<file path="config.mk">
export PLATFORM = sky130hd
export DESIGN_NAME = program_counter_ras
export DESIGN_NICKNAME = d
export VERILOG_FILES = /design/src/rtl/pc_pkg.sv /design/src/rtl/ras_stack.sv /design/src/rtl/program_counter_ras.sv
export SDC_FILE = /design/constraint.sdc
export NUM_CORES = 1
export LEC_CHECK = 0
export CAP_MARGIN = 40
export CORE_MARGIN = 5
export CORE_UTILIZATION = 30
export CTS_BUF_LIST = sky130_fd_sc_hd__clkbuf_2 sky130_fd_sc_hd__clkbuf_4 sky130_fd_sc_hd__clkbuf_8
export DETAILED_ROUTE_END_ITERATION = 8
export DONT_BUFFER_PORTS = 1
export PLACE_DENSITY = 0.48
export SLEW_MARGIN = 25
export SYNTH_ARGS = -nofsm -noshare
export SYNTH_HDL_FRONTEND = slang
export SYNTH_SLANG_ARGS = --single-unit
</file>
<file path="constraint.sdc">
create_clock -name clk -period 6.3 [get_ports clk]
set_clock_uncertainty 0.1 [all_clocks]
set_input_delay 1.26 -clock clk [delete_from_list [all_inputs] [get_ports clk]]
set_output_delay 1.26 -clock clk [all_outputs]
set_load 0.05 [all_outputs]
</file>
<file path="src/rtl/pc_pkg.sv">
// Shared types and helpers for the program counter with return-address stack.
package pc_pkg;

  typedef enum logic {
    PC_RUN  = 1'b0,
    PC_HALT = 1'b1
  } pc_state_e;

  // Pointer width covering 0..depth inclusive.
  function automatic int ras_ptr_w(input int depth);
    return $clog2(depth) + 1;
  endfunction

endpackage

</file>
<file path="src/rtl/ras_stack.sv">
// Return-address stack: pointer plus storage. Only the pointer is reset;
// stale entries cannot be read while the pointer is zero.
module ras_stack
  import pc_pkg::*;
#(
  parameter int ADDR_W    = 11,
  parameter int RAS_DEPTH = 4
) (
  input  logic              clk,
  input  logic              rst_n,
  input  logic              push,
  input  logic              pop,
  input  logic [ADDR_W-1:0] data_in,
  output logic [ADDR_W-1:0] top,
  output logic              full,
  output logic              empty
);

  localparam int PTR_W = ras_ptr_w(RAS_DEPTH);
  localparam int IDX_W = $clog2(RAS_DEPTH);

  logic [PTR_W-1:0]  ptr;
  logic [ADDR_W-1:0] mem [RAS_DEPTH];
  logic [IDX_W-1:0]  top_idx;
  logic              do_push;
  logic              do_pop;

  assign full    = (ptr == PTR_W'(RAS_DEPTH));
  assign empty   = (ptr == '0);
  assign top_idx = ptr[IDX_W-1:0] - IDX_W'(1);
  assign top     = mem[top_idx];

  // Pop wins if both are requested; the top level never asks for both.
  assign do_pop  = pop && !empty;
  assign do_push = push && !full && !pop;

  always_ff @(posedge clk or negedge rst_n) begin
    if (!rst_n) begin
      ptr <= '0;
    end else if (do_pop) begin
      ptr <= ptr - PTR_W'(1);
    end else if (do_push) begin
      ptr <= ptr + PTR_W'(1);
    end
  end

  always_ff @(posedge clk) begin
    if (do_push) begin
      mem[ptr[IDX_W-1:0]] <= data_in;
    end
  end

endmodule

</file>
<file path="src/rtl/program_counter_ras.sv">
// Program counter with increment, absolute load, call/return via a
// return-address stack, and a RUN/HALT state machine.
module program_counter_ras
  import pc_pkg::*;
#(
  parameter int               ADDR_W     = 11,
  parameter int               RAS_DEPTH  = 4,
  parameter logic [ADDR_W-1:0] RESET_ADDR = '0
) (
  input  logic              clk,
  input  logic              rst_n,
  input  logic              en,
  input  logic              WrPC,
  input  logic              call,
  input  logic              ret,
  input  logic              halt,
  input  logic              resume,
  input  logic [ADDR_W-1:0] address_bus,
  output logic [ADDR_W-1:0] Addr,
  output logic              halted,
  output logic              ras_full,
  output logic              ras_empty,
  output logic              ovf_err,
  output logic              unf_err,
  output pc_state_e         state_dbg
);

  pc_state_e         state;
  pc_state_e         state_nxt;
  logic [ADDR_W-1:0] addr_nxt;
  logic [ADDR_W-1:0] addr_inc;
  logic [ADDR_W-1:0] ras_top;
  logic              ras_push;
  logic              ras_pop;
  logic              set_ovf;
  logic              set_unf;

  assign addr_inc = Addr + ADDR_W'(1);

  ras_stack #(
    .ADDR_W   (ADDR_W),
    .RAS_DEPTH(RAS_DEPTH)
  ) u_ras (
    .clk    (clk),
    .rst_n  (rst_n),
    .push   (ras_push),
    .pop    (ras_pop),
    .data_in(addr_inc),
    .top    (ras_top),
    .full   (ras_full),
    .empty  (ras_empty)
  );

  always_ff @(posedge clk or negedge rst_n) begin
    if (!rst_n) begin
      state   <= PC_RUN;
      Addr    <= RESET_ADDR;
      ovf_err <= 1'b0;
      unf_err <= 1'b0;
    end else begin
      state   <= state_nxt;
      Addr    <= addr_nxt;
      ovf_err <= ovf_err | set_ovf;
      unf_err <= unf_err | set_unf;
    end
  end

  // One action per cycle in RUN: halt > ret > call > WrPC > en.
  always_comb begin
    state_nxt = state;
    addr_nxt  = Addr;
    ras_push  = 1'b0;
    ras_pop   = 1'b0;
    set_ovf   = 1'b0;
    set_unf   = 1'b0;
    unique case (state)
      PC_RUN: begin
        if (halt) begin
          state_nxt = PC_HALT;
        end else if (ret) begin
          if (!ras_empty) begin
            ras_pop  = 1'b1;
            addr_nxt = ras_top;
          end else begin
            set_unf = 1'b1;
          end
        end else if (call) begin
          if (!ras_full) begin
            ras_push = 1'b1;
            addr_nxt = address_bus;
          end else begin
            set_ovf = 1'b1;
          end
        end else if (WrPC) begin
          addr_nxt = address_bus;
        end else if (en) begin
          addr_nxt = addr_inc;
        end
      end
      PC_HALT: begin
        if (resume && !halt) begin
          state_nxt = PC_RUN;
        end
      end
      default: state_nxt = PC_RUN;
    endcase
  end

  assign halted    = (state == PC_HALT);
  assign state_dbg = state;

endmodule

</file>
==> impl_metrics.csv, run 1 <==
group,metric,value,unit
pwr,pwr_density_cell,478.4,nW/um^2
finish,areaGrowthSynthToFinish,13.36,%
pwr,p_int,908.0,uW
logic_synthesis,synth_largest_type_area_fraction,0.4642,
logic_synthesis,netlist_instances,204,
finish,finalNetCount,236,
placed_design,place.detailed.hpwl,4848,um
pwr,share_clk_of_total_power,0.225,
cts,worst_skew_pair.late_latency,0.34,ns
critical_path,cp_data_arrival_time,1.95,ns
placed_design,port_buffers,0,
pwr,power.net_switching,635.7,uW
logic_synthesis,edff_count_synth,44,
floorplan,floorplan.initialDensity,0.3081,
finish,postLayoutCellArea,3227,um^2
critical_path,reg2reg_depth,6,
route,post_drt_wl_per_cell,19.79,um
logic_synthesis,netlist_top_cells_count,"sky130_fd_sc_hd__edfxtp_1 (44), sky130_fd_sc_hd__dfrtp_1 (17), sky130_fd_sc_hd__nor2_1 (13), sky130_fd_sc_hd__inv_1 (11), sky130_fd_sc_hd__mux4_2 (11)",
critical_path,critical_path_peak_fanout,8,
pwr,static-leakage-power,1.107,nW
logic_synthesis,post_synthesis_register_bit_count,61,
floorplan,floorplan.rows,35,
cts,cts_made_buffers,9,
run_status,outcome,"finished, final reports clean",
global_routing,first_global_vias,1816,
floorplan,core_area,9240,um^2
route,via_count,1715,
global_routing,first_pass_grt_wire_length,10910,um
timing,period_needed,3.307,ns
route,routed_wl,6847,um
floorplan,die_w,107.4,um
logic_synthesis,postSynth.topFlopCell,"sky130_fd_sc_hd__edfxtp_1",
floorplan,die_h,107.4,um
logic_synthesis,synth_seq_area_share,0.6136,
timing,rsz0062_at_grt,"false",
placed_design,dpl_cell_area,3024,um^2
global_routing,grt_start_max_net_pins,24,
cts,ctsLongestPathBuffers,2,
logic_synthesis,syn_nets,229,
logic_synthesis,syn_area_per_cell,13.95,um^2
cts,cts_post_setup_buffers_inserted,0,
cts,clock_tree.root_cell,"sky130_fd_sc_hd__clkbuf_8",
route,drtIter0Drc,131,
cts,cts.repair.resized,0,
placed_design,dpl.cell_count,329,
global_routing,grt_antenna_before_repair,1,
logic_synthesis,synth_cell_type_count,49,
finish,drive_gt1_frac,0.1852,
logic_synthesis,syn-cell-area,2846,um^2
logic_synthesis,synth_async_sr_flop_share,0.2787,
global_routing,overflow,0,
timing,worst_slew_pin_slew,0.7211,ns
cts,clock_edge_transition_at_the_registers_on_the_reported_setup_and_hold_paths,0.08,ns
logic_synthesis,synth_most_common_cell,"sky130_fd_sc_hd__edfxtp_1",
pwr,seqPwrFrac,0.505,
critical_path,crit_path_start_kind,"flip-flop",
logic_synthesis,synth-compound-area-share,0.07956,
logic_synthesis,yosys.area_share.adder,0.02901,
pwr,combinationalPowerShare,0.269,
pwr,peak_supply_drop,191.2,uV
timing,timing_max_transition_violations_final,0,
timing,totalNegativeSetupSlack,0,ns
logic_synthesis,netlist_top_cells_area,"sky130_fd_sc_hd__edfxtp_1 (46%), sky130_fd_sc_hd__dfrtp_1 (15%), sky130_fd_sc_hd__mux4_2 (8.7%)",
run,drv_cap,0,
floorplan,design.die.area,11540,um^2
cts,tritoncts_num_sinks,61,
hold_path,hold_path_class,"primary input to async pin",
critical_path,worst_setup_path_end_kind,"primary output",
critical_path,setup.worst_path.class,"flip-flop to primary output",
placed_design,gp_congestion,0.7268,
pwr,switching_share,0.4118,
timing,fmax,302.4,MHz
critical_path,critical_path_required,4.94,ns
logic_synthesis,synth_area_leader_cell,"sky130_fd_sc_hd__edfxtp_1",
cts,ctsHoldBuffers,0,
finish,fraction_of_the_core_area_covered_by_cells_at_the_end_of_the_flow,0.3492,
route,viasPerCell,4.957,
timing,timing_hold_violations_final,0,
cts,cts_tree,"done",
logic_synthesis,synth-simple-area-share,0.1240,
floorplan,io_pins,36,
logic_synthesis,proportion_of_synthesized_area_in_mux_cells,0.1015,
global_routing,grt_usage,0.1288,
logic_synthesis,yosys_warnings,0,
timing,finalSetupViolations,0,
timing,timing.final.crit_share,0.5249,
logic_synthesis,synth_xor_xnor_area_share,0.02154,
logic_synthesis,synth_top_family_by_area,"simple AND/OR/NAND/NOR gates",
route,dr.pass1.iters,4,
timing,worst_rel_slew_slack,0.5193,
cts,h_tree_depth,3,
route,remaining_drc_errors,0,
route,ant_nets,0,
finish,filler_free_cell_count_of_the_finished_design,346,
==> per-stage QoR <==
stage	total power [mW]	setup WS [ns]	hold WS [ns]
after floorplan	1.083	3.404	0.4279
after global routing	1.635	2.788	0.4707
after global placement	1.199	3.021	0.4830
after detailed placement	1.217	3.103	0.4988
after CTS	1.565	2.950	0.4841
final	1.544	2.993	0.4981
==> routing by layer <==
metal	global-route usage	share of wire	vias up
met4	0.04779	0.018	0
met1	0.1700	0.45	845
li1	-	-	800
met3	0.04499	0.072	11
met2	0.1953	0.46	59
met5	0	0	-
==> area by class of cell <==
cell class / instances / area [um^2]
antenna: 1 / 2.502
timing repair buffer: 5 / 62.56
clock buffer: 9 / 123.9
inverter: 11 / 41.29
fill: 894 / 6013
multi-input combinational: 123 / 1012
clock inverter: 7 / 76.32
sequential: 61 / 1747
tap: 129 / 161.4
==> placed cells by master (no fill, tap or decap), types with 3 or more instances in the layout <==
| cell type | instances |
|---|---|
| sky130_fd_sc_hd__and2_1 | 3 |
| sky130_fd_sc_hd__nand2_1 | 8 |
| sky130_fd_sc_hd__a21oi_1 | 9 |
| sky130_fd_sc_hd__o21ai_0 | 3 |
| sky130_fd_sc_hd__clkinv_4 | 3 |
| sky130_fd_sc_hd__dfrtp_1 | 17 |
| sky130_fd_sc_hd__inv_1 | 11 |
| sky130_fd_sc_hd__ha_1 | 5 |
| sky130_fd_sc_hd__nor3_1 | 7 |
| sky130_fd_sc_hd__mux4_2 | 11 |
| sky130_fd_sc_hd__o21ai_1 | 3 |
| sky130_fd_sc_hd__edfxtp_1 | 44 |
| sky130_fd_sc_hd__nand3_1 | 10 |
| sky130_fd_sc_hd__or2_2 | 3 |
| sky130_fd_sc_hd__xnor2_1 | 5 |
| sky130_fd_sc_hd__nor2_1 | 13 |
| sky130_fd_sc_hd__clkbuf_8 | 9 |
| sky130_fd_sc_hd__mux2i_1 | 3 |
==> flip-flops by register name, summed over array words and instances, names as in the netlist <==
| signal | flops |
|---|---|
| u_ras.ptr | 3 |
| ovf_err | 1 |
| Addr | 11 |
| u_ras.mem | 44 |
| halted | 1 |
| unf_err | 1 |
==> kinds of logic (layout without fill, tap and decap cells) <==
kind of cell,Yosys count,after routing
adders and majority gates,6,6
AOI/OAI and AO/OA,33,33
other,0,1
DFF,61,61
xor gates and xnor gates,7,7
and+or+nand+nor,62,62
muxes,15,15
buffers and inverters,20,32
==> final timing paths <==
kind                               from      endpoint  slack, ns
setup / recovery           u_ras.ptr[0]     ras_empty       2.99
hold / removal                    rst_n       Addr[1]       0.50
setup reg to reg           u_ras.ptr[0]       Addr[0]       3.45
hold reg to reg            u_ras.ptr[2]  u_ras.ptr[2]       0.50
max in group asynchronous         rst_n       Addr[6]       5.51
min in group clk           u_ras.ptr[2]  u_ras.ptr[2]       0.50
==> worst max-delay path, cell delays in order, from the launching register on <==
cell                       delay, ns
sky130_fd_sc_hd__dfrtp_1        0.56
sky130_fd_sc_hd__inv_1          0.24
sky130_fd_sc_hd__ha_1           0.29
sky130_fd_sc_hd__nand2b_1       0.14
sky130_fd_sc_hd__inv_1          0.37
==> power by group through the flow <==
stage	combinational (mW)	sequential (mW)	clock (mW)
final	0.416	0.780	0.348
after global routing	0.461	0.797	0.377
after CTS	0.423	0.785	0.357
after detailed placement	0.422	0.795	0
after global placement	0.390	0.809	0
after floorplan	0.334	0.749	0
No activity file was read; power rests on OpenSTA's default activity.
==> inputs of run 2 (changes only) <==
PLACE_DENSITY = 0.49   (was 0.48)
clock period = 3 ns   (was 6.3 ns; I/O delays follow)
==> impl_metrics.csv, run 2 (same netlist as run 1, synthesis figures left out) <==
group,metric,value,unit
route,remaining_drc_errors,0,
floorplan,core_area,9240,um^2
floorplan,floorplan.rows,35,
global_routing,grt_util_met2,0.2024,
critical_path,timing.critical_path.cells,"inv_1 > ha_1 > nand2b_1 > inv_1",
global_routing,first_pass_grt_wire_length,11250,um
finish,commonest_cells_after_routing_fill_and_taps_aside,"sky130_fd_sc_hd__edfxtp_1 (44), sky130_fd_sc_hd__dfrtp_1 (17), sky130_fd_sc_hd__nor2_1 (13), sky130_fd_sc_hd__inv_1 (11), sky130_fd_sc_hd__mux4_2 (11)",
floorplan,design.die.area,11540,um^2
pwr,switching_share,0.4094,
finish,fraction_of_the_core_area_covered_by_cells_at_the_end_of_the_flow,0.3492,
timing,final.hold.worst_slack,0.1231,ns
global_routing,globalRoute.busiestLayer,"met2",
cts,ctsHoldBuffers,1,
timing,timing_hold_violations_final,0,
critical_path,worst_setup_path_end_kind,"primary output",
critical_path,path_buf_inv,2,
pwr,power.net_switching,1.345,mW
timing,worst_rel_slew_slack,0.5530,
finish,largest_reg_flops,44,
global_routing,gr_layer_usage_met3,0.05879,
finish,drive_gt1_frac,0.2027,
critical_path,kind_of_cell_adding_the_most_delay_to_the_critical_path,"buffers and inverters",
finish,filler_free_cell_count_of_the_finished_design,351,
timing,totalNegativeSetupSlack,0,ns
finish,finalNetCount,242,
global_routing,overflow,0,
cts,clock_edge_transition_at_the_registers_on_the_reported_setup_and_hold_paths,0.07,ns
placed_design,dpl.cell_count,334,
pwr,seqPwrFrac,0.447,
pwr,combinationalPowerShare,0.343,
hold_path,hold_path_class,"primary input to async pin",
run,drv_cap,0,
pwr,pwr_density_cell,1018,nW/um^2
route,via_count,1785,
floorplan,floorplan.initialDensity,0.3081,
global_routing,grt_start_max_net_pins,24,
critical_path,critical_path_depth,4,
timing,rsz0062_at_grt,"false",
critical_path,reg2reg_to,"Addr[1]",
cts,worst_skew_pair.late_latency,0.33,ns
cts,tritoncts_num_sinks,61,
finish,fill_cells,894,
placed_design,dpl_cell_area,3037,um^2
placed_design,pre_cts_slack,0.5373,ns
cts,cts_post_setup_buffers_inserted,0,
pwr,peak_supply_drop,277.6,uV
critical_path,crit_path_frequent_cell,"sky130_fd_sc_hd__inv_1",
floorplan,io_pins,36,
finish,antenna_cells_inserted,0,
critical_path,timing.critical_path.to,"ras_empty",
pwr,static-leakage-power,1.130,nW
cts,h_tree_depth,3,
critical_path,critical_path_peak_fanout,6,
critical_path,critical_path.slowest_cell,"sky130_fd_sc_hd__dfrtp_1",
finish,postLayoutCellArea,3227,um^2
pwr,p_int,1.941,mW
critical_path,crit_path_start_kind,"flip-flop",
critical_path,cp_data_arrival_time,1.69,ns
cts,cts_tree,"done",
route,ant_nets,0,
finish,areaGrowthSynthToFinish,13.36,%
critical_path,launch_instance_of_the_worst_register_to_register_path,"u_ras.ptr[0]",
timing,fmax,418.1,MHz
finish,mostFrequentLayoutCell,"sky130_fd_sc_hd__edfxtp_1",
timing,timing_max_transition_violations_final,0,
critical_path,critical_path_required,2.30,ns
route,routed_wl,7189,um
floorplan,die_h,107.4,um
global_routing,grt.met1_usage,0.1827,
critical_path,worst_setup_path_startpoint,"u_ras.ptr[0]",
floorplan,die_w,107.4,um
cts,clock_tree.root_cell,"sky130_fd_sc_hd__clkbuf_8",
critical_path,reg2reg_depth,6,
cts,ctsLongestPathBuffers,2,
timing,timing.final.crit_share,0.7973,
cts,cts.repair.resized,0,
route,drtIter0Drc,198,
route,viasPerCell,5.085,
finish,ff_latch_area,1747,um^2
cts,cts_made_buffers,9,
global_routing,first_global_vias,1859,
run_status,outcome,"finished, final reports clean",
placed_design,port_buffers,0,
route,dr.pass1.iters,4,
placed_design,gp_congestion,0.7682,
global_routing,grt_usage,0.1358,
pwr,totalPowerFinal,3.286,mW
global_routing,grt_antenna_before_repair,0,
critical_path,r2r_slack,0.79,ns
route,post_drt_wl_per_cell,20.48,um
timing,finalSetupViolations,0,
placed_design,place.detailed.hpwl,5174,um
finish,multi_input_comb_area,1012,um^2
timing,period_needed,2.392,ns
timing,timing.final.ws_setup,0.6081,ns
timing,worst_slew_pin_slew,0.6704,ns
pwr,share_clk_of_total_power,0.210,
critical_path,setup.worst_path.class,"flip-flop to primary output",
critical_path,crit_path_max_incr_delay,0.39,ns
==> run 2: cell count changes in the layout (fill, tap and decap cells not counted) <==
cell,previous run,this run
sky130_fd_sc_hd__buf_4,2,10
sky130_fd_sc_hd__buf_16,1,0
sky130_fd_sc_hd__clkinvlp_4,2,0
sky130_fd_sc_hd__clkinv_2,1,4
sky130_fd_sc_hd__clkinv_4,3,0
sky130_fd_sc_hd__clkinv_1,0,1
sky130_fd_sc_hd__diode_2,1,0
sky130_fd_sc_hd__clkbuf_4,0,1
sky130_fd_sc_hd__buf_8,1,0
==> run 2: final cells by class <==
cell class / instances / area share
inverter: 11 / 0.01280
timing repair buffer: 11 / 0.02482
tap: 129 / 0.05002
sequential: 61 / 0.5413
multi-input combinational: 123 / 0.3137
clock inverter: 6 / 0.01667
clock buffer: 10 / 0.04071
==> run 2: power groups by stage <==
stage | clock network [mW] | logic [mW] | registers, mW
floorplan | 0 | 0.701 | 1.57
global placement | 0 | 1.14 | 1.49
detailed placement | 0 | 1.12 | 1.49
CTS | 0.704 | 1.14 | 1.47
global route | 0.751 | 1.24 | 1.49
finish | 0.690 | 1.13 | 1.47
==> run 2: worst min-delay path by stage <==
stage                     startpoint       end  slack, ns  cells past startpoint
after floorplan                rst_n   Addr[0]       0.20                      0
after global placement         rst_n   unf_err       0.21                      0
after detailed placement       rst_n   unf_err       0.21                      0
after CTS                       halt    halted       0.25                      1
after global routing           rst_n   Addr[2]       0.13                      1
final                          rst_n  Addr[10]       0.12                      1
==> run 2: metal layers <==
layer	wire length [um]	vias up	share of wire
met2	3277	81	0.46
met5	0	-	0
li1	-	815	-
met3	758	5	0.11
met4	73	0	0.010
met1	3080	884	0.43
==> run 2: worst reg2reg max path, cell delays in order, from the launching register on <==
cell                      delay, ns
sky130_fd_sc_hd__dfrtp_1       0.36
sky130_fd_sc_hd__inv_1         0.11
sky130_fd_sc_hd__ha_1          0.66
sky130_fd_sc_hd__mux4_2        0.40
sky130_fd_sc_hd__nand2_1       0.09
sky130_fd_sc_hd__o21ai_1       0.07
sky130_fd_sc_hd__mux2_1        0.30
==> inputs of run 3 (changes only) <==
clock period = 1.9 ns   (was 3 ns; I/O delays follow)
==> impl_metrics.csv, run 3 (same netlist as run 1, synthesis figures left out) <==
group,metric,value,unit
run_status,outcome,"finished, final reports clean",
finish,multi_input_comb_area,1125,um^2
critical_path,cp_data_arrival_time,1.83,ns
floorplan,die_h,107.4,um
global_routing,globalRoute.busiestLayer,"met2",
timing,timing_max_transition_violations_final,0,
finish,finalNetCount,274,
floorplan,design.die.area,11540,um^2
pwr,pwr_density_cell,1573,nW/um^2
pwr,share_clk_of_total_power,0.180,
route,routed_wl,7668,um
route,remaining_drc_errors,0,
pwr,p_int,3.413,mW
pwr,peak_supply_drop,766.8,uV
hold_path,hold_path_depth,1,
floorplan,floorplan.rows,35,
finish,largest_reg_flops,44,
cts,clock_edge_transition_at_the_registers_on_the_reported_setup_and_hold_paths,0.08,ns
route,drtIter0Drc,107,
critical_path,crit_path_start_kind,"flip-flop",
cts,worst_skew_pair.late_latency,0.35,ns
cts,tritoncts_num_sinks,61,
critical_path,setup.worst_path.class,"flip-flop to flip-flop",
timing,worst_slew_pin_slew,0.4739,ns
global_routing,grt_usage,0.1388,
route,via_count,1904,
floorplan,io_pins,36,
timing,totalNegativeSetupSlack,0,ns
floorplan,floorplan.initialDensity,0.3081,
critical_path,worst_setup_path_end_kind,"flip-flop",
global_routing,first_global_vias,1959,
timing,timing.final.crit_share,0.9920,
run,drv_cap,0,
timing,rsz0062_at_grt,"true",
critical_path,critical_path_required,1.84,ns
critical_path,crit_path_max_incr_delay,0.52,ns
global_routing,overflow,0,
hold_path,hold_path_class,"primary input to flip-flop",
placed_design,pre_cts_slack,0.02271,ns
placed_design,port_buffers,0,
timing,fmax,530.6,MHz
floorplan,die_w,107.4,um
finish,ff_latch_area,1762,um^2
timing,worst_rel_slew_slack,0.6841,
finish,filler_free_cell_count_of_the_finished_design,384,
cts,ctsLongestPathBuffers,2,
finish,fill_cells,884,
timing,finalSetupViolations,0,
finish,areaGrowthSynthToFinish,28.26,%
finish,mostFrequentLayoutCell,"sky130_fd_sc_hd__edfxtp_1",
timing,timing_hold_violations_final,0,
pwr,seqPwrFrac,0.365,
critical_path,path_buf_inv,0,
cts,cts_tree,"done",
placed_design,gp_congestion,0.7765,
global_routing,grt_util_met2,0.2194,
critical_path,reg2reg_depth,3,
route,ant_nets,0,
finish,commonest_cells_after_routing_fill_and_taps_aside,"sky130_fd_sc_hd__edfxtp_1 (44), sky130_fd_sc_hd__buf_4 (31), sky130_fd_sc_hd__dfrtp_2 (12), sky130_fd_sc_hd__nor2_1 (11), sky130_fd_sc_hd__mux4_2 (11)",
timing,period_needed,1.885,ns
route,dr.pass1.iters,4,
floorplan,core_area,9240,um^2
pwr,switching_share,0.4058,
global_routing,grt.met1_usage,0.1729,
pwr,totalPowerFinal,5.743,mW
timing,timing.final.ws_setup,0.01519,ns
critical_path,timing.critical_path.cells,"or4b_4 > a21oi_4 > and2_4",
global_routing,grt_antenna_before_repair,1,
critical_path,critical_path_depth,3,
critical_path,kind_of_cell_adding_the_most_delay_to_the_critical_path,"simple AND/OR/NAND/NOR gates",
placed_design,place.detailed.hpwl,5142,um
critical_path,critical_path_peak_fanout,7,
pwr,power.net_switching,2.331,mW
finish,drive_gt1_frac,0.4291,
timing,final.hold.worst_slack,0.02850,ns
pwr,static-leakage-power,1.289,nW
pwr,combinationalPowerShare,0.455,
global_routing,grt_start_max_net_pins,24,
cts,clock_tree.root_cell,"sky130_fd_sc_hd__clkbuf_8",
cts,h_tree_depth,3,
placed_design,dpl.cell_count,356,
critical_path,critical_path.slowest_cell,"sky130_fd_sc_hd__or4b_4",
route,post_drt_wl_per_cell,19.97,um
cts,cts_made_buffers,9,
route,viasPerCell,4.958,
global_routing,gr_layer_usage_met3,0.05819,
global_routing,first_pass_grt_wire_length,11560,um
## run 3: cell count changes in the layout (fill, tap and decap cells not counted), moves of 5 or more
cell,before,now
sky130_fd_sc_hd__inv_1,11,6
sky130_fd_sc_hd__dfrtp_2,0,12
sky130_fd_sc_hd__buf_4,10,31
sky130_fd_sc_hd__and2_4,0,6
sky130_fd_sc_hd__buf_12,0,5
sky130_fd_sc_hd__dfrtp_1,17,5
## run 3: per-layer routing
| metal | part of all wire | wire (um) |
|---|---|---|
| met4 | 0.012 | 92 |
| met3 | 0.075 | 575 |
| met5 | 0 | 0 |
| met1 | 0.44 | 3347 |
| met2 | 0.48 | 3653 |
## run 3: what timing repair did
item,4_1_cts,5_1_grt
hold buffers,1,0
hold endpoints to repair,17,0
gates resized for setup,5,13
buffers inserted,3,4
gates cloned,1,2
setup endpoints to repair,11,31
pin swaps,1,10
## run 3: path summary, 6_finish.rpt
check | startpoint | endpoint | slack [ns]
setup / recovery | halted | u_ras.mem[3][4] | 0.02
hold / removal | halt | halted | 0.03
setup reg to reg | halted | u_ras.mem[3][4] | 0.02
hold reg to reg | Addr[1] | Addr[1] | 0.49
max in group asynchronous | rst_n | Addr[4] | 0.90
min in group asynchronous | rst_n | unf_err | 0.32
## run 3: layout make-up
cell class | count | share of cell area
repair buffers | 40 | 0.1032
clock buffers | 9 | 0.03393
inverters | 11 | 0.01337
multi-input cells | 126 | 0.3081
diodes | 1 | 0.0006854
clock inverters | 7 | 0.01405
flip-flops and latches | 61 | 0.4825
well taps | 129 | 0.04421
## run 3: power by group through the flow
stage,sequential [mW],combinational (mW),clock [mW]
final,2.09,2.61,1.04
after global routing,2.12,2.82,1.13
after CTS,2.09,2.56,1.07
after detailed placement,2.11,2.48,0
after global placement,2.10,2.47,0
after floorplan,2.51,1.27,0
## run 3: through the flow
step	util	cell area, um^2
final	0.3951	3651
after global routing	0.3951	3651
after CTS	0.3844	3552
after detailed placement	0.3601	3327
after global placement	0.3601	3327
after floorplan	-	2934
